`src/rtl/simon_autoplayer_if.sv`:
```
// Pin-level bundle between the Simon game core and the autoplayer.
// The game side drives en/led; the player drives the buttons and status flags.
interface simon_autoplayer_if #(
  parameter int unsigned MAX_LEN = 32
) ();
  localparam int unsigned LenW = $clog2(MAX_LEN + 1);

  logic            en;
  logic [3:0]      led;
  logic [3:0]      btn;
  logic            busy;
  logic [LenW-1:0] len;
  logic            round_done;
  logic            overflow;
  logic            err;

  modport master (
    output en, led,
    input  btn, busy, len, round_done, overflow, err
  );

  modport slave (
    input  en, led,
    output btn, busy, len, round_done, overflow, err
  );
endinterface

```
`src/rtl/simon_autoplayer.sv`:
```
// Simon autoplayer: records the colour sequence the game plays on its LEDs, then replays it
// on the buttons once the LEDs have stayed dark long enough.
module simon_autoplayer #(
  parameter int unsigned MAX_LEN      = 32,
  parameter int unsigned IDLE_CYCLES  = 1000,
  parameter int unsigned PRESS_CYCLES = 200,
  parameter int unsigned GAP_CYCLES   = 200
) (
  input logic               clk,
  input logic               rst,
  simon_autoplayer_if.slave io
);

  localparam int unsigned LenW   = $clog2(MAX_LEN + 1);
  localparam int unsigned IdxW   = (MAX_LEN > 1) ? $clog2(MAX_LEN) : 1;
  localparam int unsigned TmrMax = (IDLE_CYCLES > PRESS_CYCLES) ?
                                   ((IDLE_CYCLES > GAP_CYCLES) ? IDLE_CYCLES : GAP_CYCLES) :
                                   ((PRESS_CYCLES > GAP_CYCLES) ? PRESS_CYCLES : GAP_CYCLES);
  localparam int unsigned TmrW   = $clog2(TmrMax + 1);

  // The first dark sample is taken in LISTEN_ON, so LISTEN_OFF only needs IDLE_CYCLES-1 more.
  localparam int unsigned IdleLastI  = (IDLE_CYCLES >= 2) ? IDLE_CYCLES - 2 : 0;
  localparam int unsigned PressLastI = (PRESS_CYCLES >= 1) ? PRESS_CYCLES - 1 : 0;
  localparam int unsigned GapLastI   = (GAP_CYCLES >= 1) ? GAP_CYCLES - 1 : 0;

  localparam logic [TmrW-1:0] IdleLast  = TmrW'(IdleLastI);
  localparam logic [TmrW-1:0] PressLast = TmrW'(PressLastI);
  localparam logic [TmrW-1:0] GapLast   = TmrW'(GapLastI);
  localparam logic [LenW-1:0] LenMax    = LenW'(MAX_LEN);

  typedef enum logic [2:0] {
    StIdle,
    StListenOn,
    StListenOff,
    StPress,
    StGap,
    StHalt
  } state_e;

  state_e          state_q, state_d;
  logic [3:0]      led_q;
  logic [LenW-1:0] len_q, len_d;
  logic [LenW-1:0] idx_q, idx_d;
  logic [TmrW-1:0] timer_q, timer_d;
  logic [3:0]      btn_q, btn_d;
  logic            busy_q, busy_d;
  logic            round_done_q, round_done_d;
  logic            overflow_q, overflow_d;
  logic            err_q, err_d;

  logic [1:0]      mem_q [MAX_LEN];
  logic            mem_we;
  logic [IdxW-1:0] mem_waddr;

  logic            led_onehot;
  logic            led_bad;
  logic            step;
  logic [1:0]      led_code;

  function automatic logic [3:0] code2onehot(input logic [1:0] code);
    return 4'b0001 << code;
  endfunction

  always_comb begin
    led_onehot = (io.led != 4'b0000) && ((io.led & (io.led - 4'b0001)) == 4'b0000);
    led_bad    = (io.led != 4'b0000) && !led_onehot;
    step       = (led_q == 4'b0000) && led_onehot;
  end

  always_comb begin
    led_code = 2'd0;
    if (io.led[1]) led_code = 2'd1;
    if (io.led[2]) led_code = 2'd2;
    if (io.led[3]) led_code = 2'd3;
  end

  always_comb begin
    state_d      = state_q;
    len_d        = len_q;
    idx_d        = idx_q;
    timer_d      = timer_q;
    round_done_d = 1'b0;
    overflow_d   = overflow_q;
    err_d        = err_q;
    mem_we       = 1'b0;
    mem_waddr    = len_q[IdxW-1:0];

    if (!io.en) begin
      state_d = StIdle;
      len_d   = '0;
      idx_d   = '0;
      timer_d = '0;
    end else begin
      if (led_bad) err_d = 1'b1;

      unique case (state_q)
        StIdle: begin
          if (step) begin
            mem_we    = 1'b1;
            mem_waddr = '0;
            len_d     = LenW'(1);
            state_d   = StListenOn;
          end
        end

        StListenOn: begin
          if (io.led == 4'b0000) begin
            timer_d = '0;
            state_d = StListenOff;
          end
        end

        StListenOff: begin
          if (step) begin
            if (len_q == LenMax) begin
              overflow_d = 1'b1;
              state_d    = StHalt;
            end else begin
              mem_we  = 1'b1;
              len_d   = len_q + LenW'(1);
              state_d = StListenOn;
            end
          end else if (timer_q >= IdleLast) begin
            idx_d   = '0;
            timer_d = '0;
            state_d = StPress;
          end else begin
            timer_d = timer_q + TmrW'(1);
          end
        end

        StPress: begin
          if (timer_q >= PressLast) begin
            timer_d = '0;
            state_d = StGap;
          end else begin
            timer_d = timer_q + TmrW'(1);
          end
        end

        StGap: begin
          if (timer_q >= GapLast) begin
            timer_d = '0;
            if ((idx_q + LenW'(1)) == len_q) begin
              round_done_d = 1'b1;
              state_d      = StIdle;
            end else begin
              idx_d   = idx_q + LenW'(1);
              state_d = StPress;
            end
          end else begin
            timer_d = timer_q + TmrW'(1);
          end
        end

        StHalt: begin
          state_d = StHalt;
        end

        default: state_d = StIdle;
      endcase
    end
  end

  // Outputs are registered from the next state so btn/busy switch on the same edge as state.
  always_comb begin
    btn_d  = 4'b0000;
    busy_d = (state_d == StPress) || (state_d == StGap);
    if (state_d == StPress) btn_d = code2onehot(mem_q[idx_d[IdxW-1:0]]);
  end

  always_ff @(posedge clk or posedge rst) begin
    if (rst) begin
      state_q      <= StIdle;
      led_q        <= 4'b0000;
      len_q        <= '0;
      idx_q        <= '0;
      timer_q      <= '0;
      btn_q        <= 4'b0000;
      busy_q       <= 1'b0;
      round_done_q <= 1'b0;
      overflow_q   <= 1'b0;
      err_q        <= 1'b0;
    end else begin
      state_q      <= state_d;
      led_q        <= io.led;
      len_q        <= len_d;
      idx_q        <= idx_d;
      timer_q      <= timer_d;
      btn_q        <= btn_d;
      busy_q       <= busy_d;
      round_done_q <= round_done_d;
      overflow_q   <= overflow_d;
      err_q        <= err_d;
    end
  end

  always_ff @(posedge clk) begin
    if (mem_we) mem_q[mem_waddr] <= led_code;
  end

  assign io.btn        = btn_q;
  assign io.busy       = busy_q;
  assign io.len        = len_q;
  assign io.round_done = round_done_q;
  assign io.overflow   = overflow_q;
  assign io.err        = err_q;

endmodule

```
`src/flat_wrapper.sv`:
```
// flat-port wrapper written by rule: the top's interface ports become plain ports
module simon_autoplayer_flat 
#(
  parameter int unsigned MAX_LEN      = 32,
  parameter int unsigned IDLE_CYCLES  = 1000,
  parameter int unsigned PRESS_CYCLES = 200,
  parameter int unsigned GAP_CYCLES   = 200
)
  (clk, rst, io_en, io_led, io_btn, io_busy, io_len, io_round_done, io_overflow, io_err);
  simon_autoplayer_if #(.MAX_LEN(MAX_LEN)) io_i ();
  input logic clk;
  input logic rst;
  input wire logic [$bits(io_i.en)-1:0] io_en;
  input wire logic [$bits(io_i.led)-1:0] io_led;
  output wire logic [$bits(io_i.btn)-1:0] io_btn;
  output wire logic [$bits(io_i.busy)-1:0] io_busy;
  output wire logic [$bits(io_i.len)-1:0] io_len;
  output wire logic [$bits(io_i.round_done)-1:0] io_round_done;
  output wire logic [$bits(io_i.overflow)-1:0] io_overflow;
  output wire logic [$bits(io_i.err)-1:0] io_err;
  assign io_i.en = io_en;
  assign io_i.led = io_led;
  assign io_btn = io_i.btn;
  assign io_busy = io_i.busy;
  assign io_len = io_i.len;
  assign io_round_done = io_i.round_done;
  assign io_overflow = io_i.overflow;
  assign io_err = io_i.err;
  simon_autoplayer #(.MAX_LEN(MAX_LEN), .IDLE_CYCLES(IDLE_CYCLES), .PRESS_CYCLES(PRESS_CYCLES), .GAP_CYCLES(GAP_CYCLES)) u_core (.clk(clk), .rst(rst), .io(io_i));
endmodule
```
`config.mk`:
```
export PLATFORM = sky130hd
export DESIGN_NAME = simon_autoplayer_flat
export DESIGN_NICKNAME = d
export VERILOG_FILES = /design/src/rtl/simon_autoplayer_if.sv /design/src/rtl/simon_autoplayer.sv /design/src/flat_wrapper.sv
export SDC_FILE = /design/constraint.sdc
export NUM_CORES = 1
export LEC_CHECK = 0
export CORE_ASPECT_RATIO = 0.5
export CORE_MARGIN = 4
export CORE_UTILIZATION = 38
export CTS_CLUSTER_DIAMETER = 80
export DETAILED_ROUTE_END_ITERATION = 10
export GPL_TIMING_DRIVEN = 0
export SLEW_MARGIN = 20
export SYNTH_ARGS = -nofsm -noshare
export SYNTH_HDL_FRONTEND = slang
export SYNTH_SLANG_ARGS = --single-unit
```
`constraint.sdc`:
```
create_clock -name clk -period 8 [get_ports clk]
set_input_delay 1.6 -clock clk [delete_from_list [all_inputs] [get_ports clk]]
set_output_delay 1.6 -clock clk [all_outputs]
set_load 0.005 [all_outputs]
```
# Word-level counts from Yosys, hierarchy flattened
# Memories as Yosys holds them, arrays and structs flattened.
# Index checks and enable logic that the tools add are counted.
totals:
  input_bits: 7
  wordCells: 101
  output_inout_bits: 14
  register_bits: 37
  mem_count: 1
  mem_bits_rw: 64
memory_table:
  columns: ["name", "words", "width", "read_ports", "rd_ports_with_merged_regs", "write_ports", "line", "rtl"]
  rows:
  - ["u_core.mem_q", 32, 2, 1, 0, 1, "simon_autoplayer.sv:51", "logic [1:0] mem_q [MAX_LEN];"]
op_classes:
  reduce_logical: 16
  magnitude_cmp: 2
  shift: 1
  n_eq_ne: 20
  n_bitwise: 1
  addsub: 4
  mux: 45
op_table:
  columns: ["operator", "count"]
  rows:
  - ["$mux W6", 9]
  - ["$mux W10", 5]
  - ["$pmux W10 S3", 1]
  - ["$mux W3", 8]
  - ["$pmux W6 S2", 2]
  - ["$pmux W3 S6", 1]
  - ["$mux W5", 3]
  - ["$ne A3 B2 Y1 const B", 5]
  - ["$add A6 B1 Y6 const B", 2]
  - ["$logic_not A4 Y1", 3]
  - ["$mux W1", 11]
  - ["$add A10 B1 Y10 const B", 1]
  - ["$ge A10 B10 Y1 const B", 1]
  - ["$ge A10 B8 Y1 const B", 1]
  - ["$eq A3 B2 Y1 const B", 3]
  - ["$eq A3 B3 Y1 const B", 3]
  - ["$ne A3 B3 Y1 const B", 3]
  - ["$reduce_and A4 Y1", 2]
  - ["$eq A6 B6 Y1", 1]
  - ["$eq A6 B6 Y1 const B", 1]
  - ["$mux W2", 3]
  - ["$ne A3 B1 Y1 const B", 2]
  - ["$reduce_and A5 Y1", 1]
  - ["$and A4 B4 Y4", 1]
  - ["14 further kinds", 16]

# Logic depth before layout (Yosys ltp)
# An unclocked memory read counts as a cell.
depth:
  depth_word: 11
  mapped_depth: 15
  mapped_depth_nobuf: 14

# Worst setup path after synthesis
# Ideal clock, no wire load.
synth_timing:
  path_type: "input to register"
  from: "in io_led[1]"
  to: "reg u_core.btn_q[3], in the netlist u_core.io.btn[3]"
  setup_ns: 0.120
  required_ns: 7.880
  stages: 12
  n_path_buf: 1
  setup_slack_ns: 3.930
  arrival_time_ns: 3.949
  cell_sequence: "or4_4 > o311ai_4 > nand3_2 > and3_4 > a21oi_4 > inv_4 > buf_6 > a2111oi_2 > o21ai_1 > o2111ai_1 > o221ai_2 > and4_1"
synth_via:
  elab_chain_len: 11
  elab_cells_between_ends: 19
  cone_classes: "1 x add/sub; 1 x eq/ne; 1 x shift; 9 x mux; 1 x bitwise; 5 x reduce/logical; 1 x memory"
synth_lines:
  columns: ["element", "line", "rtl"]
  rows:
  - ["from (decl)", "flat_wrapper.sv:14", "input wire logic [$bits(io_i.led)-1:0] io_led;"]
  - ["$sub A4 B1 Y4", "simon_autoplayer.sv:65", "led_onehot = (io.led != 4'b0000) && ((io.led & (io.led - 4'b0001)) == 4'b0000);"]
  - ["$and A4 B4 Y4", "simon_autoplayer.sv:65", null]
  - ["$logic_not A4 Y1", "simon_autoplayer.sv:65", null]
  - ["$logic_and A1 B1 Y1 *", "simon_autoplayer.sv:65", null]
  - ["$logic_and A1 B1 Y1 *", "simon_autoplayer.sv:67", "step = (led_q == 4'b0000) && led_onehot;"]
  - ["$mux W6 *", "simon_autoplayer.sv:114", "if (step) begin"]
  - ["$pmux W6 S2 *", "simon_autoplayer.sv:96", "unique case (state_q)"]
  - ["$mux W6 *", "simon_autoplayer.sv:88", "if (!io.en) begin"]
  - ["via u_core.idx_d[1]", "simon_autoplayer.sv:43", "logic [LenW-1:0] idx_q, idx_d;"]
  - ["$mem_v2 Z32 W2 *", null, null]
  - ["$shl A1 B2 Y4 *", "simon_autoplayer.sv:61", "return 4'b0001 << code;"]
  - ["$mux W4 *", "simon_autoplayer.sv:169", "if (state_d == StPress) btn_d = code2onehot(mem_q[idx_d[IdxW-1:0]]);"]
  - ["via u_core.btn_d[3]", "simon_autoplayer.sv:45", "logic [3:0] btn_q, btn_d;"]
  - ["to (signal assigned)", "simon_autoplayer.sv:190", "btn_q <= btn_d;"]
  - ["to (decl)", "simon_autoplayer.sv:45", null]
# Mark *: on every way through the listed nets, which the timed path passes. The rest lies on a longest branch. The select of a mux whose other input is x is not followed.
# A chain may end at the register's enable or synchronous reset.

# Worst setup path after layout
layout_timing:
  from: "in io_led[1]"
  to: "reg u_core.btn_q[1], in the netlist u_core.io.btn[1]"
# The elaborated chain is that of the path after synthesis.

==> run metrics <==
number of buffers created by CTS=9; detailed placement HPWL=8980 um; antenna cells=0; yosys warns=0; Final ANT Viol Nets=0; sinks on the clock net=101; worst skew pair latency=0.36 ns; Synth area leader=edfxtp_1; Setup-failing EPs final=0; highest clock rate=0.201 GHz; Gate power share=2.6%; hold buffers post-CTS=0; post-CTS setup buffer count=0; Req. time, crit path=8.24 ns; area share of the largest cell type after synthesis=37.0%; DR top layer=met4; Final Hold Fails=0; Post-synth EDFFs=64; clk_skew=0.0143 ns; clock root buffer=clkbuf_16; routed length on met2=5600 um; first-pass GRT wire length=20,800 um; count of input and output buffers=20; class of the worst hold path=register to register; # rows=29; M1 WL=6390 um; DR WL/cell=19.1 um; Mapped Cells=466; synth top area cells=edfxtp_1 (37%), dfrtp_1 (18%), nor2_1 (4.8%); Tot Pwr=0.00106 W; synthesis-stage register bit count=101; pre-CTS setup slack=2.77 ns; critical path type=input pin to register; vias in the first global route=3,737; drt pass-1 iters=4; Leak=2.09 nW; largest net degree at the start of global routing=33; ys flop type=edfxtp_1; Clock Tree Buf Depth=2; setup TNS=0 ns; CP max-delay cell=a2111oi_0; RSZ-0062 raised after global routing=no; Cell variety after synth=76; die span in x=173 um; Nets=510; core box area=13,000 sq um; drt drc=0; Clock Pin Slew Worst Setup and Hold Paths=0.07 ns; measured slew at the worst slew-check pin=0.807 ns; via count=3,772; GP Congestion=0.907; Reg power frac=52.7%; initial DRC count=384; peak supply drop=0.000110 V; total track usage=16.8%; status=completed; io pins=21; Max-cap violations=0; CP Max Fanout=10; Finished Cell Area=5950 sq um; CTS H-Tree Depth=3; dominant cell by count in the synthesized netlist=nor2_1; Initial Util=40.0%; wire length on met3=597 um; initial antenna violation count=0; sequential fraction of the synthesis area=54.9%; via/cell ratio=5.60; Post-synth top cells=nor2_1 (67), edfxtp_1 (64), dfrtp_1 (37), nand2_1 (37), o21ai_0 (27); delay-heaviest family, CP=compound AO/OA/AOI/OAI gates; Slew HR=44.8%; Final min period=4.97 ns; post-cts sizing count=0; Die Ht=90.6 um; Clock Power Share=44.7%; Critical Path Source Type=input pin; CP Data Arrival Time=5.22 ns; Psw=0.000240 W; crit path buf inv count=3; fraction of registers with async set/reset=36.6%; CP Capture Type=register; Critical Path, Cell by Cell=clkdlybuf4s50_1, or4_4, o311ai_4, nand2_2, a32oi_2, a21oi_4, nor2_8, inv_6, buf_6, a2111oi_0, nor4_1, o221ai_2, nor2_1, and2_1; Final period util=62.2%; global route overflow=0; CTS tree=done; power per cell area=178 nW/um^2; Slew Viols, Final=0; die area=15,700 sq um; layout cell share with drive strength beyond 1=12.3%; Area Growth Syn to Fin=14.7%; setup ws final=3.03 ns; mapped cell area=5190 sq um; syn_nets=478; Net Sw Frac=22.7%; max incr delay on CP=0.70 ns; Avg Cell Area, Syn=11.1 sq um; Placed Area=5630 sq um; final WL=12,900 um; Internal Power=0.000818 W
==> layer usage <==
layer	track usage [%]	vias up
met4	5.64	0
met5	0	-
met3	3.72	22
met1	24.8	1857
li1	-	1798
met2	24.2	95
==> tightest hold or removal path: stages (launching register included) <==
cell and delay, ns:
dfrtp_1 0.36, inv_1 0.05, o41ai_1 0.05
==> kinds of logic after synthesis <==
logic type | after synthesis | synth area share, %
simple gates | 186 | 17.5
mux | 16 | 3.95
flops | 101 | 54.9
xor+xnor | 13 | 2.70
fa+ha+maj | 5 | 1.21
compound gates | 106 | 16.2
buf+inv | 39 | 3.59
==> power by group through the flow <==
stage / Combinational (W) / Sequential (W) / Clock [W]
after CTS: 0.0000280 / 0.000558 / 0.000479
after global routing: 0.0000311 / 0.000558 / 0.000502
after floorplan: 0.0000139 / 0.000569 / 0
after detailed placement: 0.0000282 / 0.000569 / 0
after global placement: 0.0000262 / 0.000569 / 0
final: 0.0000276 / 0.000558 / 0.000472
==> cell usage in the layout, fill, tap and decap left out, types with 4 or more instances in the layout <==
| cell | count |
|---|---|
| o21ai_0 | 27 |
| inv_1 | 17 |
| ha_1 | 5 |
| clkdlybuf4s50_1 | 20 |
| nand4_1 | 6 |
| xor2_1 | 5 |
| dfrtp_1 | 37 |
| nand2_1 | 37 |
| nor3_1 | 6 |
| o21ai_1 | 4 |
| xnor2_1 | 6 |
| nand3_1 | 24 |
| a211oi_1 | 11 |
| clkbuf_1 | 9 |
| nand2b_1 | 6 |
| nor2_1 | 67 |
| a21oi_1 | 12 |
| inv_6 | 4 |
| buf_2 | 5 |
| clkbuf_16 | 9 |
| mux2i_1 | 10 |
| and3_1 | 18 |
| o41ai_1 | 4 |
| edfxtp_1 | 64 |
==> worst paths after layout <==
path,start,slack [ns],depth (start not counted),end
setup / recovery,io_led[1],3.03,14,u_core.io.btn[1]$_DFF_PP0_
hold / removal,u_core.io.err$_DFFE_PP0P_,0.49,2,u_core.io.err$_DFFE_PP0P_
setup reg to reg,u_core.timer_q[0]$_DFFE_PP0P_,4.06,15,u_core.io.btn[1]$_DFF_PP0_
hold reg to reg,u_core.io.err$_DFFE_PP0P_,0.49,2,u_core.io.err$_DFFE_PP0P_
max in group asynchronous,rst,5.98,3,u_core.idx_q[5]$_DFFE_PP0P_
min in group asynchronous,rst,1.57,2,u_core.idx_q[2]$_DFF_PP0_
==> flip-flops by register name (all words and copies together) (netlist names) <==
name,count
u_core.idx_q,6
u_core.io.overflow,1
u_core.io.err,1
u_core.io.busy,1
u_core.io.btn,4
u_core.led_q,4
u_core.timer_q,10
u_core.mem_q,64
u_core.state_q,3
u_core.io.len,6
u_core.io.round_done,1
==> layout make-up <==
class	count	area, sq um
Clock inverter	7	95.1
Fill cell	1194	7040
Buffer	18	100
Tap cell	170	213
Clock buffer	9	225
Sequential cell	101	2850
Timing Repair Buffer	21	228
Inverter	21	86.3
Multi-Input combinational cell	326	2160
==> metrics by stage <==
stage	cells	hold WS [ns]	utilization (%)
after global routing	673	0.503	45.8
final	673	0.488	45.8
after global placement	656	0.476	43.1
after CTS	673	0.493	45.8
after detailed placement	657	0.470	43.3
after floorplan	466	0.454	-
Power figures use the tool's default switching activity.
